`src/rtl/io_switch_debounce_pkg.sv`:
```
// Shared constants for the switch input path. The data memory's I/O decode
// reuses IO_SW_WIDTH so both sides agree on the switch group width.
package io_switch_debounce_pkg;

  localparam int unsigned IO_SW_WIDTH         = 4;
  localparam int unsigned IO_DEBOUNCE_DEFAULT = 1000000;
  localparam int unsigned IO_DEBOUNCE_CNT_W   = 20;

endpackage : io_switch_debounce_pkg

```
`src/rtl/io_switch_debounce_if.sv`:
```
// Switch-port bundle: raw board inputs and the hold control flow into the
// debouncer; stable values, the change pulse and busy flow back out.
interface io_switch_debounce_if #(
  parameter int unsigned WIDTH = io_switch_debounce_pkg::IO_SW_WIDTH
) ();

  logic [WIDTH-1:0] sw_one_raw;
  logic [WIDTH-1:0] sw_two_raw;
  logic             hold;
  logic [WIDTH-1:0] one;
  logic [WIDTH-1:0] two;
  logic             change_pulse;
  logic             busy;

  modport master (
    output sw_one_raw, sw_two_raw, hold,
    input  one, two, change_pulse, busy
  );

  modport slave (
    input  sw_one_raw, sw_two_raw, hold,
    output one, two, change_pulse, busy
  );

endinterface : io_switch_debounce_if

```
`src/rtl/io_switch_debounce_field.sv`:
```
// One switch group: 2-flop synchroniser followed by a whole-word debounce
// filter. A new value is accepted only after DEBOUNCE_CYCLES consecutive
// identical synchronised samples; hold defers acceptance without losing it.
module debounce_field #(
  parameter int unsigned WIDTH           = 4,
  parameter int unsigned DEBOUNCE_CYCLES = 1000000,
  parameter int unsigned CNT_W           = 20
) (
  input  logic             clock,
  input  logic             reset,
  input  logic [WIDTH-1:0] raw,
  input  logic             hold,
  output logic [WIDTH-1:0] out,
  output logic             update_c,
  output logic             pending_c
);

  localparam logic [CNT_W-1:0] CNT_LAST = CNT_W'(DEBOUNCE_CYCLES - 1);
  localparam logic [CNT_W-1:0] CNT_ONE  = CNT_W'(1);

  logic [WIDTH-1:0] s1_q, s1_d;
  logic [WIDTH-1:0] s2_q, s2_d;
  logic [WIDTH-1:0] cand_q, cand_d;
  logic [CNT_W-1:0] cnt_q, cnt_d;
  logic [WIDTH-1:0] out_q, out_d;

  // Next-state: synchroniser shift and candidate/counter filter rules.
  always_comb begin
    s1_d     = raw;
    s2_d     = s1_q;
    cand_d   = cand_q;
    cnt_d    = cnt_q;
    out_d    = out_q;
    update_c = 1'b0;

    if (s2_q == out_q) begin
      // Bounce back to the accepted value cancels any pending change.
      cnt_d  = '0;
      cand_d = out_q;
    end else if (s2_q != cand_q) begin
      // Any new pattern restarts the count.
      cand_d = s2_q;
      cnt_d  = CNT_ONE;
    end else if (cnt_q != CNT_LAST) begin
      cnt_d = cnt_q + CNT_ONE;
    end else if (!hold) begin
      out_d    = cand_q;
      cnt_d    = '0;
      update_c = 1'b1;
    end
    // With hold=1 at the last count, cnt parks at CNT_LAST until released.

    pending_c = (cnt_d != '0);
  end

  // State registers with synchronous reset.
  always_ff @(posedge clock) begin
    if (reset) begin
      s1_q   <= '0;
      s2_q   <= '0;
      cand_q <= '0;
      cnt_q  <= '0;
      out_q  <= '0;
    end else begin
      s1_q   <= s1_d;
      s2_q   <= s2_d;
      cand_q <= cand_d;
      cnt_q  <= cnt_d;
      out_q  <= out_d;
    end
  end

  assign out = out_q;

endmodule : debounce_field

```
`src/rtl/io_switch_debounce.sv`:
```
// Debounced switch port for the data memory: two independent switch groups,
// a single-cycle change pulse and a busy flag covering both groups.
// DEBOUNCE_CYCLES must be >= 2 and fit in CNT_W bits.
module io_switch_debounce
  import io_switch_debounce_pkg::*;
#(
  parameter int unsigned WIDTH           = IO_SW_WIDTH,
  parameter int unsigned DEBOUNCE_CYCLES = IO_DEBOUNCE_DEFAULT,
  parameter int unsigned CNT_W           = IO_DEBOUNCE_CNT_W
) (
  input  logic                 clock,
  input  logic                 reset,
  io_switch_debounce_if.slave  sw
);

  logic [WIDTH-1:0] one_w, two_w;
  logic             upd_one_c, upd_two_c;
  logic             pend_one_c, pend_two_c;

  logic change_pulse_q, change_pulse_d;
  logic busy_q, busy_d;

  debounce_field #(
    .WIDTH          (WIDTH),
    .DEBOUNCE_CYCLES(DEBOUNCE_CYCLES),
    .CNT_W          (CNT_W)
  ) u_field_one (
    .clock    (clock),
    .reset    (reset),
    .raw      (sw.sw_one_raw),
    .hold     (sw.hold),
    .out      (one_w),
    .update_c (upd_one_c),
    .pending_c(pend_one_c)
  );

  debounce_field #(
    .WIDTH          (WIDTH),
    .DEBOUNCE_CYCLES(DEBOUNCE_CYCLES),
    .CNT_W          (CNT_W)
  ) u_field_two (
    .clock    (clock),
    .reset    (reset),
    .raw      (sw.sw_two_raw),
    .hold     (sw.hold),
    .out      (two_w),
    .update_c (upd_two_c),
    .pending_c(pend_two_c)
  );

  // Combine per-group strobes; simultaneous updates merge into one pulse.
  always_comb begin
    change_pulse_d = upd_one_c | upd_two_c;
    busy_d         = pend_one_c | pend_two_c;
  end

  // Status registers, aligned with the edge on which outputs change.
  always_ff @(posedge clock) begin
    if (reset) begin
      change_pulse_q <= 1'b0;
      busy_q         <= 1'b0;
    end else begin
      change_pulse_q <= change_pulse_d;
      busy_q         <= busy_d;
    end
  end

  assign sw.one          = one_w;
  assign sw.two          = two_w;
  assign sw.change_pulse = change_pulse_q;
  assign sw.busy         = busy_q;

endmodule : io_switch_debounce

```
`src/flat_wrapper.sv`:
```
// flat-port wrapper written by rule: the top's interface ports become plain ports
module io_switch_debounce_flat import io_switch_debounce_pkg::*;
#(
  parameter int unsigned WIDTH           = IO_SW_WIDTH,
  parameter int unsigned DEBOUNCE_CYCLES = IO_DEBOUNCE_DEFAULT,
  parameter int unsigned CNT_W           = IO_DEBOUNCE_CNT_W
)
  (clock, reset, sw_sw_one_raw, sw_sw_two_raw, sw_hold, sw_one, sw_two, sw_change_pulse, sw_busy);
  io_switch_debounce_if #(.WIDTH(WIDTH)) sw_i ();
  input  logic clock;
  input  logic reset;
  input wire logic [$bits(sw_i.sw_one_raw)-1:0] sw_sw_one_raw;
  input wire logic [$bits(sw_i.sw_two_raw)-1:0] sw_sw_two_raw;
  input wire logic [$bits(sw_i.hold)-1:0] sw_hold;
  output wire logic [$bits(sw_i.one)-1:0] sw_one;
  output wire logic [$bits(sw_i.two)-1:0] sw_two;
  output wire logic [$bits(sw_i.change_pulse)-1:0] sw_change_pulse;
  output wire logic [$bits(sw_i.busy)-1:0] sw_busy;
  assign sw_i.sw_one_raw = sw_sw_one_raw;
  assign sw_i.sw_two_raw = sw_sw_two_raw;
  assign sw_i.hold = sw_hold;
  assign sw_one = sw_i.one;
  assign sw_two = sw_i.two;
  assign sw_change_pulse = sw_i.change_pulse;
  assign sw_busy = sw_i.busy;
  io_switch_debounce #(.WIDTH(WIDTH), .DEBOUNCE_CYCLES(DEBOUNCE_CYCLES), .CNT_W(CNT_W)) u_core (.clock(clock), .reset(reset), .sw(sw_i));
endmodule
```
`config.mk`:
```
export PLATFORM = sky130hd
export DESIGN_NAME = io_switch_debounce_flat
export DESIGN_NICKNAME = d
export VERILOG_FILES = /design/src/rtl/io_switch_debounce_pkg.sv /design/src/rtl/io_switch_debounce_if.sv /design/src/rtl/io_switch_debounce_field.sv /design/src/rtl/io_switch_debounce.sv /design/src/flat_wrapper.sv
export SDC_FILE = /design/constraint.sdc
export NUM_CORES = 1
export LEC_CHECK = 0
export BUFFER_PORTS_ARGS = -buffer_cell sky130_fd_sc_hd__buf_2
export CORE_UTILIZATION = 60
export CTS_CLUSTER_DIAMETER = 200
export DETAILED_ROUTE_END_ITERATION = 10
export PLACE_DENSITY = 0.79
export RECOVER_POWER = 100
export SETUP_SLACK_MARGIN = 0.02
export SYNTH_ARGS = -nofsm -noshare
export SYNTH_HDL_FRONTEND = slang
export SYNTH_SLANG_ARGS = --single-unit
```
`constraint.sdc`:
```
create_clock -name clock -period 2.8 [get_ports clock]
set_input_delay 0.56 -clock clock [delete_from_list [all_inputs] [get_ports clock]]
set_output_delay 0.56 -clock clock [all_outputs]
set_load 0.05 [all_outputs]
```
==> results of run 1 <==
Yosys cell counts (2+ instances only):
library cell and number:
nor2b_1 25, or3_1 6, nor2_1 53, buf_2 6, a31oi_1 5, ha_1 2, inv_1 8, and2_1 3
nor4_1 6, a21oi_1 12, clkbuf_1 12, nand4_1 13, and4_1 2, nand2_1 21, nand2b_1 3, o21ai_0 6
xor2_1 23, and3_1 13, nor4b_1 2, mux2i_1 10, a211oi_1 2, o21ai_1 2, o221ai_1 4, nor3_1 12
or4_1 2, dfxtp_1 74, nand3_1 19, a41o_1 2, xnor2_1 32
metal layers:
metal / share of wire (%) / GRT usage, %
met3: 5.4 / 7.29
met4: 2.5 / 10.0
met5: 0 / 0
met2: 47 / 39.6
met1: 45 / 30.5
flip-flops by register name, indices dropped and copies added, names as in the netlist, 4 cells and up:
register / count
u_core.u_field_one.cand_q: 4
u_core.u_field_one.cnt_q: 20
u_core.u_field_one.out: 4
u_core.u_field_one.s1_q: 4
u_core.u_field_one.s2_q: 4
u_core.u_field_two.cand_q: 4
u_core.u_field_two.cnt_q: 20
u_core.u_field_two.out: 4
u_core.u_field_two.s1_q: 4
u_core.u_field_two.s2_q: 4
cells by family (layout without fill, tap and decap cells):
| kind of cell | count (synthesis) | after routing | synth area share, % |
|---|---|---|---|
| AO/OA/AOI/OAI | 43 | 43 | 8.33 |
| multiplexers | 10 | 10 | 2.90 |
| buffers and inverters | 27 | 50 | 3.37 |
| XOR/XNOR | 55 | 55 | 13.9 |
| AND/OR/NAND/NOR | 185 | 185 | 27.9 |
| flip-flops | 74 | 74 | 42.9 |
| adder cells (fa/ha/maj) | 2 | 2 | 0.724 |
per-stage QoR:
stage,utilization [%],cells,hold WS [ps]
3_5_place_dp,65.2,476,435
6_report,67.9,491,404
4_1_cts,68.2,491,398
5_1_grt,67.9,491,403
3_3_place_gp,65.2,476,418
2_1_floorplan,-,396,414
final cells by class:
class	instances	area (um2)
clock buffer	9	124
timing repair buffer	27	133
tap	72	90.1
inverter	8	30.0
fill	457	1780
multi-input combinational	295	1860
clock inverter	6	43.8
sequential	74	1480
path summary, 6_finish.rpt:
check	startpoint	slack [ps]	to
hold reg to reg	u_core.u_field_one.s1_q[0]	450	u_core.u_field_one.s2_q[0]
hold / removal	sw_sw_one_raw[2]	400	u_core.u_field_one.s1_q[2]
setup / recovery	u_core.u_field_two.cnt_q[0]	190	u_core.u_field_two.cnt_q[17]
setup reg to reg	u_core.u_field_two.cnt_q[0]	190	u_core.u_field_two.cnt_q[17]
critical path, cell delays in order (launching register included):
cell and delay, ps:
dfxtp_1 450, ha_1 310, and3_1 200, nand3_1 150, or4_1 570, buf_4 230
o21ai_0 270, buf_4 260, nor2_1 70
power by group through the flow:
stage	clock, mW	sequential [mW]	combinational [mW]
3_3_place_gp	0	1.11	0.101
5_1_grt	0.791	1.09	0.114
2_1_floorplan	0	1.11	0.0675
6_report	0.736	1.08	0.103
3_5_place_dp	0	1.11	0.104
4_1_cts	0.748	1.08	0.106
==> metrics.md, run 1 <==
| Metric | Value |
|---|---|
| Final hold violations | `0` |
| Peak supply drop | `0.534 mV` |
| Setup violations, final | `0` |
| Power Density | `511 nW/um2` |
| Status | `completed` |
| Vias/cell | `5.72` |
| CTS tree | `yes` |
| Worst-Skew Late Latency | `360 ps` |
| Max clock buf depth | `2` |
| Number of DRC markers in iteration 0 | `117` |
| Final Skew | `6.00 ps` |
| Gr ovfl total | `0` |
| CP required | `3060 ps` |
| Post-synth EDFFs | `0` |
| Clock power frac | `38.3%` |
| Rows | `27` |
| GRT Total Usage | `24.5%` |
| Nets | `428` |
| Share of the synthesized area in the top cell type | `42.9%` |
| # clock sinks | `74` |
| CP Class | `reg2reg` |
| DP HPWL | `4700 um` |
| Top post-synthesis cells by area | `dfxtp_1, xnor2_1, xor2_1` |
| Clock transition at path regs | `80 ps` |
| Worst r2r path cells | `8` |
| First-pass GRT wire length | `11600 um` |
| YS warnings | `0` |
| Vias in the first global route | `2600` |
| Cell depth of the worst hold path | `2` |
| Num CTS Buffers | `9` |
| Most common cell after layout, fill and taps aside | `dfxtp_1` |
| Hold crit path type | `in2reg` |
| Die height | `77.9 um` |
| Largest net degree at the start of global routing | `36` |
| Layout cells sized above 1 | `8.35%` |
| RSZ-0062 raised after global routing | `no` |
| Critical Path Fanout Max | `13` |
| Die W | `77.9 um` |
| Crit. End Element | `register` |
| DR vias | `2809` |
| Asr flop ratio synth | `0%` |
| Max Slew Vio Count | `0` |
| Leakage power | `1.36 nW` |
| Cells after synthesis | `396` |
| Switching share of total power | `25.7%` |
| Post-CTS Setup Inserts | `0` |
| Register area share after synthesis | `42.9%` |
| Switch Pwr | `0.493 mW` |
| Final min period | `2610 ps` |
| Final worst path period share | `93.1%` |
| Final setup margin | `193 ps` |
| Die area | `6070 um2` |
| DP Worst Slack | `199 ps` |
| Max Clk Rate | `384 MHz` |
| Yosys reg bits | `74` |
| P_int | `1.43 mW` |
| Flop pwr share | `56.4%` |
| WL/cell | `13.6 um` |
| CTS root buffer | `clkbuf_8` |
| Top Ports | `21` |
| Placer Congestion | `0.839` |
| Initial Util | `62.4%` |
| Main flop type after synthesis | `dfxtp_1` |
| Crit path DAT | `2870 ps` |
| Syn Area/Cell | `8.72 um2` |
| DRC violations left | `0` |
| # Max-Cap Violations | `0` |
| DR pass1 iterations | `5` |
| Syn nets | `409` |
| Fin Setup TNS | `0 ps` |
| Total power | `1.92 mW` |
| Netlist cell types | `45` |
| Startpoint types | `register` |
| Core outline area | `5540 um2` |
| CTS resizes | `0` |
| Antenna Nets Post-Route | `0` |
| Worst-Margin Slew | `1350 ps` |
| Commonest cells after routing, fill and taps aside | `dfxtp_1, nor2_1, xnor2_1` |
| Dpl cell area | `3610 um2` |
| Final instance area | `3760 um2` |
| Hold-fix buffers, CTS | `0` |
| I/O Buffers | `20` |
| Yosys top cell by area | `dfxtp_1` |
| Area Growth Syn to Fin | `8.95%` |
| CTS H-tree lvls | `3` |
| Comb power frac | `5.4%` |
| Routed WL | `6680 um` |
| Diode count | `0` |
| Netlist Area Pre-Place | `3450 um2` |
| Worst slew margin | `10.3%` |
| Initial antenna violation count | `0` |
(Power assumes the default switching activity.)
==> run 2, diff against run 1 <==
Settings changed: PLACE_DENSITY 0.79 to not set, PLACE_DENSITY_LB_ADDON set to 0.12.
==> metrics.md, run 2 (same netlist as run 1, synthesis figures left out) <==
| Metric | Value |
|---|---|
| Status | `completed` |
| Num CTS Buffers | `9 (unchanged)` |
| Final Skew | `7.90 ps (+1.90 ps)` |
| Die height | `77.9 um (unchanged)` |
| Max Clk Rate | `384 MHz (+0.15%)` |
| Register-to-register setup slack | `200 ps (about the same)` |
| # Max-Cap Violations | `0 (unchanged)` |
| Final hold violations | `0 (unchanged)` |
| Number of DRC markers in iteration 0 | `158 (+35%)` |
| CP Class | `reg2reg` |
| Antenna Nets Post-Route | `0 (unchanged)` |
| Cell depth of the worst hold path | `2 (unchanged)` |
| DRC violations left | `0 (unchanged)` |
| Die W | `77.9 um (unchanged)` |
| Multi-input logic area | `1860 um2 (about the same)` |
| Diode count | `0 (unchanged)` |
| Core outline area | `5540 um2 (unchanged)` |
| DR vias | `2755 (-1.9%)` |
| Initial antenna violation count | `0 (unchanged)` |
| Post-CTS Setup Inserts | `0 (unchanged)` |
| Commonest cells after routing, fill and taps aside | `dfxtp_1, nor2_1, xnor2_1` |
| Power Density | `537 nW/um2 (+5.1%)` |
| DP HPWL | `4500 um (-4.2%)` |
| Nets | `428 (unchanged)` |
| Layout cells sized above 1 | `8.10% (-0.26 points)` |
| WL/cell | `12.9 um (-5.2%)` |
| Leakage power | `1.37 nW (+0.97%)` |
| Largest net degree at the start of global routing | `36 (unchanged)` |
| # clock sinks | `74 (unchanged)` |
| Vias in the first global route | `2431 (-6.5%)` |
| CTS root buffer | `clkbuf_8` |
| Slowest stage delay, CP | `440 ps (-130 ps)` |
| Clock transition at path regs | `80 ps (about the same)` |
| Critical Path End | `u_core.sw.busy` |
| Top Ports | `21 (unchanged)` |
| Final core occ | `68.5% (+0.61 points)` |
| Cell at the slowest stage of the critical path | `dfxtp_1` |
| Initial Util | `62.4% (unchanged)` |
| Max Slew Vio Count | `0 (unchanged)` |
| CTS tree | `yes` |
| Critical Path Fanout Max | `7 (-6)` |
| Most common cell after layout, fill and taps aside | `dfxtp_1` |
| CTS H-tree lvls | `3 (unchanged)` |
| Startpoint types | `register` |
| Regs by FF count | `u_core.u_field_one.cnt_q (20), u_core.u_field_two.cnt_q (20)` |
| R2r startpoint | `u_core.u_field_two.cnt_q[0]` |
| Worst r2r path cells | `8 (unchanged)` |
| Crit. End Element | `register` |
| I/O Buffers | `20 (unchanged)` |
| Final min period | `2600 ps (-3.80 ps)` |
| CP Cell Sequence | `ha_1 > nand4_1 > or2_2 > nor3_1 > and3_1 > o221ai_1 > nor4_1 > o221ai_1` |
| FF-to-FF End | `u_core.sw.busy` |
| Fin Setup TNS | `0 ps (unchanged)` |
| Hold-fix buffers, CTS | `0 (unchanged)` |
| Peak supply drop | `0.397 mV (-26%)` |
| Placer Congestion | `0.824 (-1.7%)` |
| CTS resizes | `0 (unchanged)` |
| GRT Total Usage | `22.7% (-1.9 points)` |
| Setup violations, final | `0 (unchanged)` |
| CP Launch Point | `u_core.u_field_two.cnt_q[0]` |
| DR pass1 iterations | `5 (unchanged)` |
| Register area | `1480 um2 (unchanged)` |
| Gr ovfl total | `0 (unchanged)` |
| Rows | `27 (unchanged)` |
| Max clock buf depth | `2 (unchanged)` |
| Worst path most repeated cell | `o221ai_1` |
| Routed WL | `6350 um (-5.0%)` |
| Worst-Skew Late Latency | `350 ps (about the same)` |
| Worst-Margin Slew | `1390 ps (+45.4 ps)` |
| Die area | `6070 um2 (unchanged)` |
| Hold crit path type | `in2reg` |
| Worst slew margin | `7.23% (-3.0 points)` |
| Final worst path period share | `93.0% (-0.14 points)` |
| First-pass GRT wire length | `10900 um (-6.1%)` |
| Crit path DAT | `2820 ps (-50 ps)` |
| Number of fill cells | `464 (+1.5%)` |
| Hold_ws | `416 ps (+11.8 ps)` |
| Area Growth Syn to Fin | `9.92%` |
| RSZ-0062 raised after global routing | `no` |
| Vias/cell | `5.60 (-2.1%)` |
| CP required | `3020 ps (-40 ps)` |
[run 2: critical path: cells and delay by family, from the launching register on]
| family | cells | cell delay, ps |
|---|---|---|
| DFF | 1 | 440 |
| AOI/OAI and AO/OA | 2 | 290 |
| adders and majority gates | 1 | 300 |
| and+or+nand+nor | 5 | 1450 |
[run 2: routing by layer]
layer,track usage (%),share of wire (%)
met3,4.24,4.5
met4,10.8,2.0
met5,0,0
met2,34.3,44
met1,30.9,49
[run 2: through the flow]
stage	worst slack, ps	cell area (um2)	cells	power, mW
6_report	197	3800	492	2.04
5_1_grt	73.1	3800	492	2.12
4_1_cts	87.9	3820	492	2.06
3_5_place_dp	129	3610	476	1.21
3_3_place_gp	249	3610	476	1.21
2_1_floorplan	547	3450	396	1.18
[run 2: worst min path at each step]
stage                                          start                         end
final                               sw_sw_one_raw[2]  u_core.u_field_one.s1_q[2]
after global routing                sw_sw_one_raw[1]  u_core.u_field_one.s1_q[1]
after floorplan           u_core.u_field_one.s1_q[0]  u_core.u_field_one.s2_q[0]
after detailed placement  u_core.u_field_one.s1_q[0]  u_core.u_field_one.s2_q[0]
after global placement    u_core.u_field_two.s1_q[0]  u_core.u_field_two.s2_q[0]
after CTS                           sw_sw_one_raw[0]  u_core.u_field_one.s1_q[0]
[run 2: area by class of cell]
class / count / share of cell area, %
multi-input cells: 295 / 49.0
flip-flops and latches: 74 / 39.0
clock buffers: 10 / 3.62
repair buffers: 27 / 3.29
well taps: 72 / 2.37
clock inverters: 6 / 1.91
inverters: 8 / 0.791
[run 2: where the power goes]
part / internal, mW / leakage, nW / switching, mW
clock network: 0.445 / 0.103 / 0.411
registers: 1.07 / 0.601 / 0.0120
logic: 0.0388 / 0.670 / 0.0616
total: 1.55 / 1.37 / 0.485
==> run 3, diff against run 2 <==
Settings changed: ABC_AREA set to 1, SYNTH_HIERARCHICAL set to 1.
==> metrics.md, run 3 <==
| Metric | Value |
|---|---|
| Initial antenna violation count | `0 (unchanged)` |
| Share of the synthesized area in the top cell type | `34.4% (-8.5 points)` |
| CTS tree | `yes` |
| YS warnings | `6 (+6)` |
| Top Ports | `21 (unchanged)` |
| Die area | `7520 um2 (+24%)` |
| CTS root buffer | `clkbuf_8` |
| Initial Util | `62.7% (+0.38 points)` |
| Yosys top cell by area | `dfxtp_1` |
| Die W | `86.7 um (+11%)` |
| Gr ovfl total | `0 (unchanged)` |
| Core outline area | `6870 um2 (+24%)` |
| Number of DRC markers in iteration 0 | `179 (+13%)` |
| Status | `completed` |
| DRC violations left | `0 (unchanged)` |
| Yosys reg bits | `74 (unchanged)` |
| DR vias | `4069 (+48%)` |
| Final hold violations | `0 (unchanged)` |
| Hold-fix buffers, CTS | `0 (unchanged)` |
| WL/cell | `12.4 um (-4.2%)` |
| Asr flop ratio synth | `0% (unchanged)` |
| GRT Total Usage | `28.2% (+5.5 points)` |
| Final setup margin | `461 ps (+264 ps)` |
| Final worst path period share | `83.5% (-9.4 points)` |
| First-pass GRT wire length | `16400 um (+50%)` |
| Hold_ws | `398 ps (-18.3 ps)` |
| Num CTS Buffers | `9 (unchanged)` |
| Netlist cell types | `29 (-36%)` |
| DP Worst Slack | `745 ps (+615 ps)` |
| # Max-Cap Violations | `0 (unchanged)` |
| Max Slew Vio Count | `0 (unchanged)` |
| Cells after synthesis | `658 (+66%)` |
| Top post-synthesis cells by area | `dfxtp_1, nand2_1, nor2_1` |
| Commonest cells after routing, fill and taps aside | `nand2_1, nor2_1, inv_1` |
| Crit. End Element | `register` |
| Worst-Margin Slew | `1180 ps (-210 ps)` |
| Syn nets | `671 (+64%)` |
| Final instance area | `4630 um2 (+22%)` |
| CP Class | `reg2reg` |
| Worst-Skew Late Latency | `350 ps (about the same)` |
| # clock sinks | `74 (unchanged)` |
| Rows | `30 (+11%)` |
| CP required | `3010 ps (about the same)` |
| CTS resizes | `0 (unchanged)` |
| Nets | `694 (+62%)` |
| Final Skew | `11.5 ps (+3.64 ps)` |
| Crit path DAT | `2550 ps (-270 ps)` |
| Netlist Area Pre-Place | `4310 um2 (+25%)` |
| Syn Area/Cell | `6.55 um2 (-25%)` |
| Final min period | `2340 ps (-264 ps)` |
| Post-synth EDFFs | `0 (unchanged)` |
| Leakage power | `2.05 nW (+49%)` |
| Post-CTS Setup Inserts | `0 (unchanged)` |
| Worst r2r path cells | `14 (+6)` |
| Commonest cells post-synth | `nand2_1, nor2_1, inv_1, dfxtp_1, nand3_1` |
| Largest net degree at the start of global routing | `36 (unchanged)` |
| Most common cell in the synthesized netlist | `nand2_1` |
| Placer Congestion | `0.933 (+13%)` |
| RSZ-0062 raised after global routing | `no` |
| Setup violations, final | `0 (unchanged)` |
| DR pass1 iterations | `5 (unchanged)` |
| Power Density | `463 nW/um2 (-14%)` |
| DP HPWL | `7250 um (+61%)` |
| Hold crit path type | `reg2reg` |
| CTS H-tree lvls | `3 (unchanged)` |
| Max Clk Rate | `427 MHz (+11%)` |
| Max clock buf depth | `2 (unchanged)` |
| Die height | `86.7 um (+11%)` |
| Register area share after synthesis | `34.4% (-8.5 points)` |
| Cell depth of the worst hold path | `2 (unchanged)` |
| Routed WL | `9670 um (+52%)` |
| Dpl cell area | `4500 um2 (+25%)` |
| Area Growth Syn to Fin | `7.43%` |
| Peak supply drop | `0.317 mV (-20%)` |
| Vias in the first global route | `3763 (+55%)` |
| Worst slew margin | `21.2% (+14 points)` |
| Critical Path Fanout Max | `12 (+5)` |
| Startpoint types | `register` |
| Regs by FF count | `u_core/u_field_one/cnt_q (20), u_core/u_field_two/cnt_q (20)` |
| Total power | `2.14 mW (+5.1%)` |
| Diode count | `0 (unchanged)` |
| I/O Buffers | `20 (unchanged)` |
| Antenna Nets Post-Route | `0 (unchanged)` |
| Most common cell after layout, fill and taps aside | `nand2_1` |
| Layout cells sized above 1 | `10.6% (+2.5 points)` |
| Main flop type after synthesis | `dfxtp_1` |
| Vias/cell | `5.20 (-7.1%)` |
| Clock transition at path regs | `90 ps (about the same)` |
| Fin Setup TNS | `0 ps (unchanged)` |
[run 3: changes by cell type after synthesis, moves of 9 or more]
| cell | delta |
|---|---|
| nand3_1 | +23 |
| nor2_1 | +69 |
| nor2_2 | +12 |
| xor2_1 | -9 |
| xnor2_1 | -24 |
| nand2_1 | +175 |
| mux2i_1 | -10 |
| nor2_4 | +12 |
| and3_1 | -13 |
| inv_1 | +70 |
| nor2b_1 | -25 |
[run 3: logic make-up after synthesis]
| family | share of synthesized area (%) |
|---|---|
| AO/OA/AOI/OAI | 3.83 |
| flip-flops | 34.4 |
| buffers and inverters | 8.59 |
| adder cells (fa/ha/maj) | 0.581 |
| AND/OR/NAND/NOR | 48.1 |
| XOR/XNOR | 4.47 |
[run 3: cell type report]
cell class	instances	area (um2)
Inverter	84	318
Sequential cell	74	1480
Timing Repair Buffer	22	95.1
Fill cell	640	2240
Multi-Input combinational cell	490	2400
Clock buffer	10	138
Tap cell	96	120
Clock inverter	6	72.6
[run 3: critical path, stage by stage, from the launching register on]
cell and delay, ps:
dfxtp_1 400, ha_1 190, nand2_1 100, nor2_4 300, nand3_1 370, nor2_8 240
nor2_8 70, nand2_4 60, nand2_1 50, inv_1 50, nand2_1 40, nor2_1 110
nand2_1 70, nor2_1 100, nor2_1 50
[run 3: final timing paths]
check,startpoint,to,slack (ps)
max,u_core/u_field_one/cnt_q[0],u_core/sw.busy,460
min,u_core/u_field_two/s1_q[1],u_core/u_field_two/s2_q[1],400
max reg2reg,u_core/u_field_one/cnt_q[0],u_core/sw.busy,460
min reg2reg,u_core/u_field_two/s1_q[1],u_core/u_field_two/s2_q[1],400
[run 3: power breakdown]
group | total [mW] | switching [mW] | internal [mW]
combinational | 0.187 | 0.131 | 0.0559
clock | 0.872 | 0.425 | 0.447
sequential | 1.08 | 0.0131 | 1.07
[run 3: through the flow]
stage / utilization [%] / instances
final: 67.4 / 782
after global routing: 67.4 / 782
after CTS: 68.6 / 782
after detailed placement: 65.6 / 766
after global placement: 65.6 / 766
after floorplan: - / 658
[run 3: layer usage]
| metal | vias to the layer above | track usage [%] | routed length, um |
|---|---|---|---|
| met3 | 27 | 5.24 | 506 |
| met2 | 124 | 49.2 | 4660 |
| li1 | 2088 | - | - |
| met4 | 0 | 14.2 | 291 |
| met5 | - | 0 | 0 |
| met1 | 1830 | 33.0 | 4210 |
